### src/rtl/hazard_stall_ctrl.sv
// hazard_stall_ctrl: front-end hazard sequencer for the IF/ID buffer and PC.
// It handles three cases:
//   - load-use stalls, which insert a one-cycle bubble;
//   - taken-branch flushes;
//   - a multi-cycle stall while a mult/div op occupies EX.
// Optional macro HAZARD_PERF_CNT_EN enables the stall/flush performance
// counters. When the macro is undefined, both counter ports read zero.
module hazard_stall_ctrl #(
    parameter int REG_ADDR_WIDTH = 5,
    parameter int MDU_LATENCY    = 4,
    parameter int CNT_WIDTH      = 32
) (
    input  logic                      clk,
    input  logic                      reset,
    input  logic                      id_valid,
    input  logic [REG_ADDR_WIDTH-1:0] id_rs,
    input  logic [REG_ADDR_WIDTH-1:0] id_rt,
    input  logic                      id_uses_rt,
    input  logic                      id_is_mdu,
    input  logic                      ex_mem_read,
    input  logic [REG_ADDR_WIDTH-1:0] ex_rt,
    input  logic                      branch_taken,
    output logic                      pc_write,
    output logic                      if_id_write,
    output logic                      if_id_flush,
    output logic                      id_ex_bubble,
    output logic                      mdu_busy,
    output logic [CNT_WIDTH-1:0]      stall_cycles,
    output logic [CNT_WIDTH-1:0]      flush_count
);

    typedef enum logic {
        ST_RUN      = 1'b0,
        ST_MDU_BUSY = 1'b1
    } state_t;

    // With a single-cycle MDU the op leaves EX on its own and no stall is needed.
    localparam bit         MDU_MULTI = (MDU_LATENCY > 1);
    localparam logic [3:0] CNT_LOAD  = 4'(MDU_LATENCY - 1);

    state_t     r_state;
    state_t     w_state_next;
    logic [3:0] r_cnt;
    logic [3:0] w_cnt_next;
    logic       w_lu;

    // Load-use detection. Register 0 is hardwired, so it never creates a hazard.
    always_comb begin
        w_lu = id_valid && ex_mem_read && (ex_rt != '0) &&
               ((ex_rt == id_rs) || (id_uses_rt && (ex_rt == id_rt)));
    end

    // State register and MDU down-counter.
    always_ff @(posedge clk) begin
        if (reset) begin
            r_state <= ST_RUN;
            r_cnt   <= 4'd0;
        end else begin
            r_state <= w_state_next;
            r_cnt   <= w_cnt_next;
        end
    end

    // Next-state logic and the combinational pipeline-control outputs.
    always_comb begin
        w_state_next = r_state;
        w_cnt_next   = r_cnt;
        pc_write     = 1'b1;
        if_id_write  = 1'b1;
        if_id_flush  = 1'b0;
        id_ex_bubble = 1'b0;
        mdu_busy     = 1'b0;
        case (r_state)
            ST_RUN: begin
                if (w_lu) begin
                    // The stall wins. A coincident branch is seen again next cycle.
                    pc_write     = 1'b0;
                    if_id_write  = 1'b0;
                    id_ex_bubble = 1'b1;
                end else begin
                    if (branch_taken) begin
                        if_id_flush = 1'b1;
                    end
                    // The mult/div op itself advances. The hold begins on the next cycle.
                    if (MDU_MULTI && id_valid && id_is_mdu) begin
                        w_state_next = ST_MDU_BUSY;
                        w_cnt_next   = CNT_LOAD;
                    end
                end
            end
            ST_MDU_BUSY: begin
                pc_write     = 1'b0;
                if_id_write  = 1'b0;
                id_ex_bubble = 1'b1;
                mdu_busy     = 1'b1;
                w_cnt_next   = r_cnt - 4'd1;
                if (r_cnt == 4'd1) begin
                    w_state_next = ST_RUN;
                end
            end
            default: begin
                w_state_next = ST_RUN;
                w_cnt_next   = 4'd0;
            end
        endcase
        // While reset is held, the front end is frozen and flushed regardless of state.
        if (reset) begin
            pc_write     = 1'b0;
            if_id_write  = 1'b0;
            if_id_flush  = 1'b1;
            id_ex_bubble = 1'b1;
            mdu_busy     = 1'b0;
        end
    end

`ifdef HAZARD_PERF_CNT_EN
    logic [CNT_WIDTH-1:0] r_stall_cycles;
    logic [CNT_WIDTH-1:0] r_flush_count;

    // Saturating counters of stalled cycles and flushed cycles outside reset.
    always_ff @(posedge clk) begin
        if (reset) begin
            r_stall_cycles <= '0;
            r_flush_count  <= '0;
        end else begin
            if (!pc_write && (r_stall_cycles != '1)) begin
                r_stall_cycles <= r_stall_cycles + CNT_WIDTH'(1);
            end
            if (if_id_flush && (r_flush_count != '1)) begin
                r_flush_count <= r_flush_count + CNT_WIDTH'(1);
            end
        end
    end

    assign stall_cycles = r_stall_cycles;
    assign flush_count  = r_flush_count;
`else
    assign stall_cycles = '0;
    assign flush_count  = '0;
`endif

endmodule

### config.mk
export PLATFORM = sky130hd
export DESIGN_NAME = hazard_stall_ctrl
export DESIGN_NICKNAME = d
export VERILOG_FILES = /design/src/rtl/hazard_stall_ctrl.sv
export SDC_FILE = /design/constraint.sdc
export NUM_CORES = 1
export LEC_CHECK = 0
export CAP_MARGIN = 0
export CORE_UTILIZATION = 27
export CTS_CLUSTER_SIZE = 8
export DETAILED_ROUTE_END_ITERATION = 12
export PLACE_DENSITY_LB_ADDON = 0.15
export SYNTH_ARGS = -nofsm -noshare
export SYNTH_HDL_FRONTEND = slang
export SYNTH_SLANG_ARGS = --single-unit
### constraint.sdc
create_clock -name clk -period 1.58 [get_ports clk]
set_input_delay 0.158 -clock clk [delete_from_list [all_inputs] [get_ports clk]]
set_output_delay 0.158 -clock clk [all_outputs]
set_load 0.01 [all_outputs]
==> flow_summary_export.csv <==
group,metric,value,unit
drt,drc_errors,0,
job,drv_cap,0,
drt,ant_nets,0,
finish,layout_commonest_cell,"conb_1",
worst_setup_path,cp_max_fo,3,
placement,dp_hpwl,1473,um
placement,place.gp.congestion,0.7353,
timing,fin_ws,-0.04527,ns
drt,firstDrtPassIters,4,
outcome,violations,"negative setup slack",
finish,layout_common_cells,"conb_1 (64), buf_4 (14), xnor2_1 (11)",
placement,portBuffers,26,
clocking,holdBufCountCts,0,
power_and_ir_drop,peakVddDrop,239.8,uV
clocking,cts-buffers-inserted,3,
finish,diodes,0,
yosys,yosysSeqAreaShare,10.44,%
clocking,path_clk_slew,0.04,ns
global_route,antenna_found_initial,0,
finish,seqCellArea,100.1,um2
global_route,grt_pass1_wl,2428,um
power_and_ir_drop,power_frac_comb,47.7,%
drt,num_vias,741,
drt,drtIter0Drc,16,
timing,timing.hold.ws,0.4879,ns
yosys,syn_area,958.4,um2
timing,skew,0.0002311,ns
power_and_ir_drop,intPower,0.0003532,W
die,num_io_pins,91,
yosys,synth_flop_cell,"dfxtp_1",
yosys,synth.distinct_cells,28,
worst_setup_path,cp.required,1.42,ns
timing,slew_viol_final,0,
die,dieArea,3792,um2
yosys,synth_cells,126,
finish,fill_cells,390,
clocking,clkLatencyLatePin,0.24,ns
timing,fin_crit_sh,102.9,%
yosys,synth_seq_cells,5,
finish,fin_nets,191,
power_and_ir_drop,p_per_area,502.1,nW/um2
yosys,synth-async-reset-ratio,0,%
yosys,synth_edf_count,0,
drt,via_per_inst,3.495,
worst_setup_path,critPathArrivalTime,1.47,ns
die,core_area,3363,um2
global_route,grt_pass1_vias,622,
power_and_ir_drop,power_switching,0.0002222,W
die,die_x,61.58,um
yosys,yosysWarnings,0,
clocking,cts_root_buffer,"clkbuf_4",
clocking,clockBufferDepth,2,
yosys,avgSynthCellArea,7.607,um2
finish,utilization,34.08,%
timing,hold_viol_final,0,
die,die_h,61.58,um
drt,routed_wl,1676,um
global_route,grt.overflow.total,0,
power_and_ir_drop,power.share.clock,26.2,%
timing,fmax,615.3,MHz
clocking,cts.sinks,5,
clocking,cts_htree_levels,1,
power_and_ir_drop,p_sw_share,38.62,%
finish,drive_above_1_share,17.47,%
die,num_rows,21,
finish,areaGrowthSynthToFinish,19.58,%
die,start_util,28.50,%
timing,setup_viol,4,
worst_setup_path,path_class,"primary input to output pin",
timing,finalCriticalPeriod,1.625,ns
worst_setup_path,crit_path_end_kind,"output pin",
global_route,grt_max_degree,11,
timing,rsz0062_at_grt,"yes",
drt,avgRoutedWirePerCell,7.906,um
power_and_ir_drop,p_leak,0.5968,nW
finish,multi_input_area,609.3,um2
clocking,cts_tree,"done",
power_and_ir_drop,seq_power_share,26.1,%
min_path,hp-class,"primary input to flip-flop",
finish,final_cells,212,
worst_setup_path,start_kind,"primary input",
outcome,status,"finished, violations left",
global_route,grt_usage,8.557,%
placement,dp.cells,207,
cells by family after synthesis:
family / count (synthesis) / synth area share, %
xor+xnor: 11 / 10.05
flops: 5 / 10.44
fa+ha+maj: 2 / 2.611
compound gates: 19 / 13.45
other cells: 1 / 0.3913
simple gates: 17 / 9.791
buf+inv: 71 / 53.26
worst paths after layout:
kind | startpoint | to | slack (ns) | depth (start not counted)
max | ex_rt[1] | id_ex_bubble | -0.05 | 6
min | ex_rt[4] | r_state | 0.49 | 6
max reg2reg | r_state | r_cnt[3] | 0.19 | 5
min reg2reg | r_cnt[1] | r_cnt[1] | 0.61 | 2
cells in the mapped netlist (all sizes together), types with 2 or more instances:
cell | number | area (um2)
xnor2 | 11 | 96.34
a211oi | 2 | 15.01
o31ai | 2 | 15.01
a21oi | 5 | 25.02
nand2 | 4 | 15.01
dfxtp | 5 | 100.1
nor3 | 3 | 15.01
inv | 4 | 15.01
clkbuf | 2 | 7.510
o21ai | 2 | 10.01
nor2 | 3 | 11.26
a31oi | 2 | 12.51
buf | 65 | 488.0
ha | 2 | 25.02
nor4b | 2 | 17.52
cell type report:
type	count	share of cell area [%]
inverters	4	1.310
repair buffers	40	29.48
clock buffers	4	2.293
well taps	46	5.022
flip-flops and latches	5	8.734
multi-input cells	113	53.17
critical path, cell delays in order:
cell and delay, ns:
buf_6 0.09, or4_4 0.54, o211ai_4 0.21, inv_2 0.08, a211o_1 0.25, buf_2 0.14
stage by stage:
stage / total power [W] / area [um2] / worst slack (ns) / setup TNS, ns
after floorplan: 0.0004338 / 1220 / -0.01626 / -0.01626
after global placement: 0.0004382 / 1140 / -0.8031 / -4.665
after detailed placement: 0.0004392 / 1140 / -0.8111 / -4.631
after CTS: 0.0005863 / 1136 / -0.06206 / -0.1644
after global routing: 0.0006342 / 1146 / -0.09522 / -0.3575
final: 0.0005755 / 1146 / -0.04527 / -0.1379
repair_timing:
item / 4_1_cts / 5_1_grt
setup buffers: 1 / 0
endpoints found under the setup margin: 9 / 5
resized for setup: 38 / 4
pin swaps: 6 / 3
power groups by stage:
stage,combinational (W),clock [W],sequential [W]
2_1_floorplan,0.000284,0,0.000150
3_3_place_gp,0.000286,0,0.000152
3_5_place_dp,0.000287,0,0.000152
4_1_cts,0.000272,0.000164,0.000150
5_1_grt,0.000311,0.000171,0.000152
6_report,0.000274,0.000151,0.000150
layer usage:
| layer | up-vias | wire [um] | global-route usage, % |
|---|---|---|---|
| li1 | 369 | - | - |
| met1 | 306 | 706 | 10.60 |
| met2 | 66 | 742 | 14.13 |
| met3 | 0 | 227 | 3.782 |
| met4 | 0 | 0 | 0.9524 |
| met5 | - | 0 | 0 |
sequential cells by signal, summed over array words and instances, names as in the netlist:
signal	count
r_state	1
r_cnt	4
Note: power is estimated with default switching activity, not from simulation.
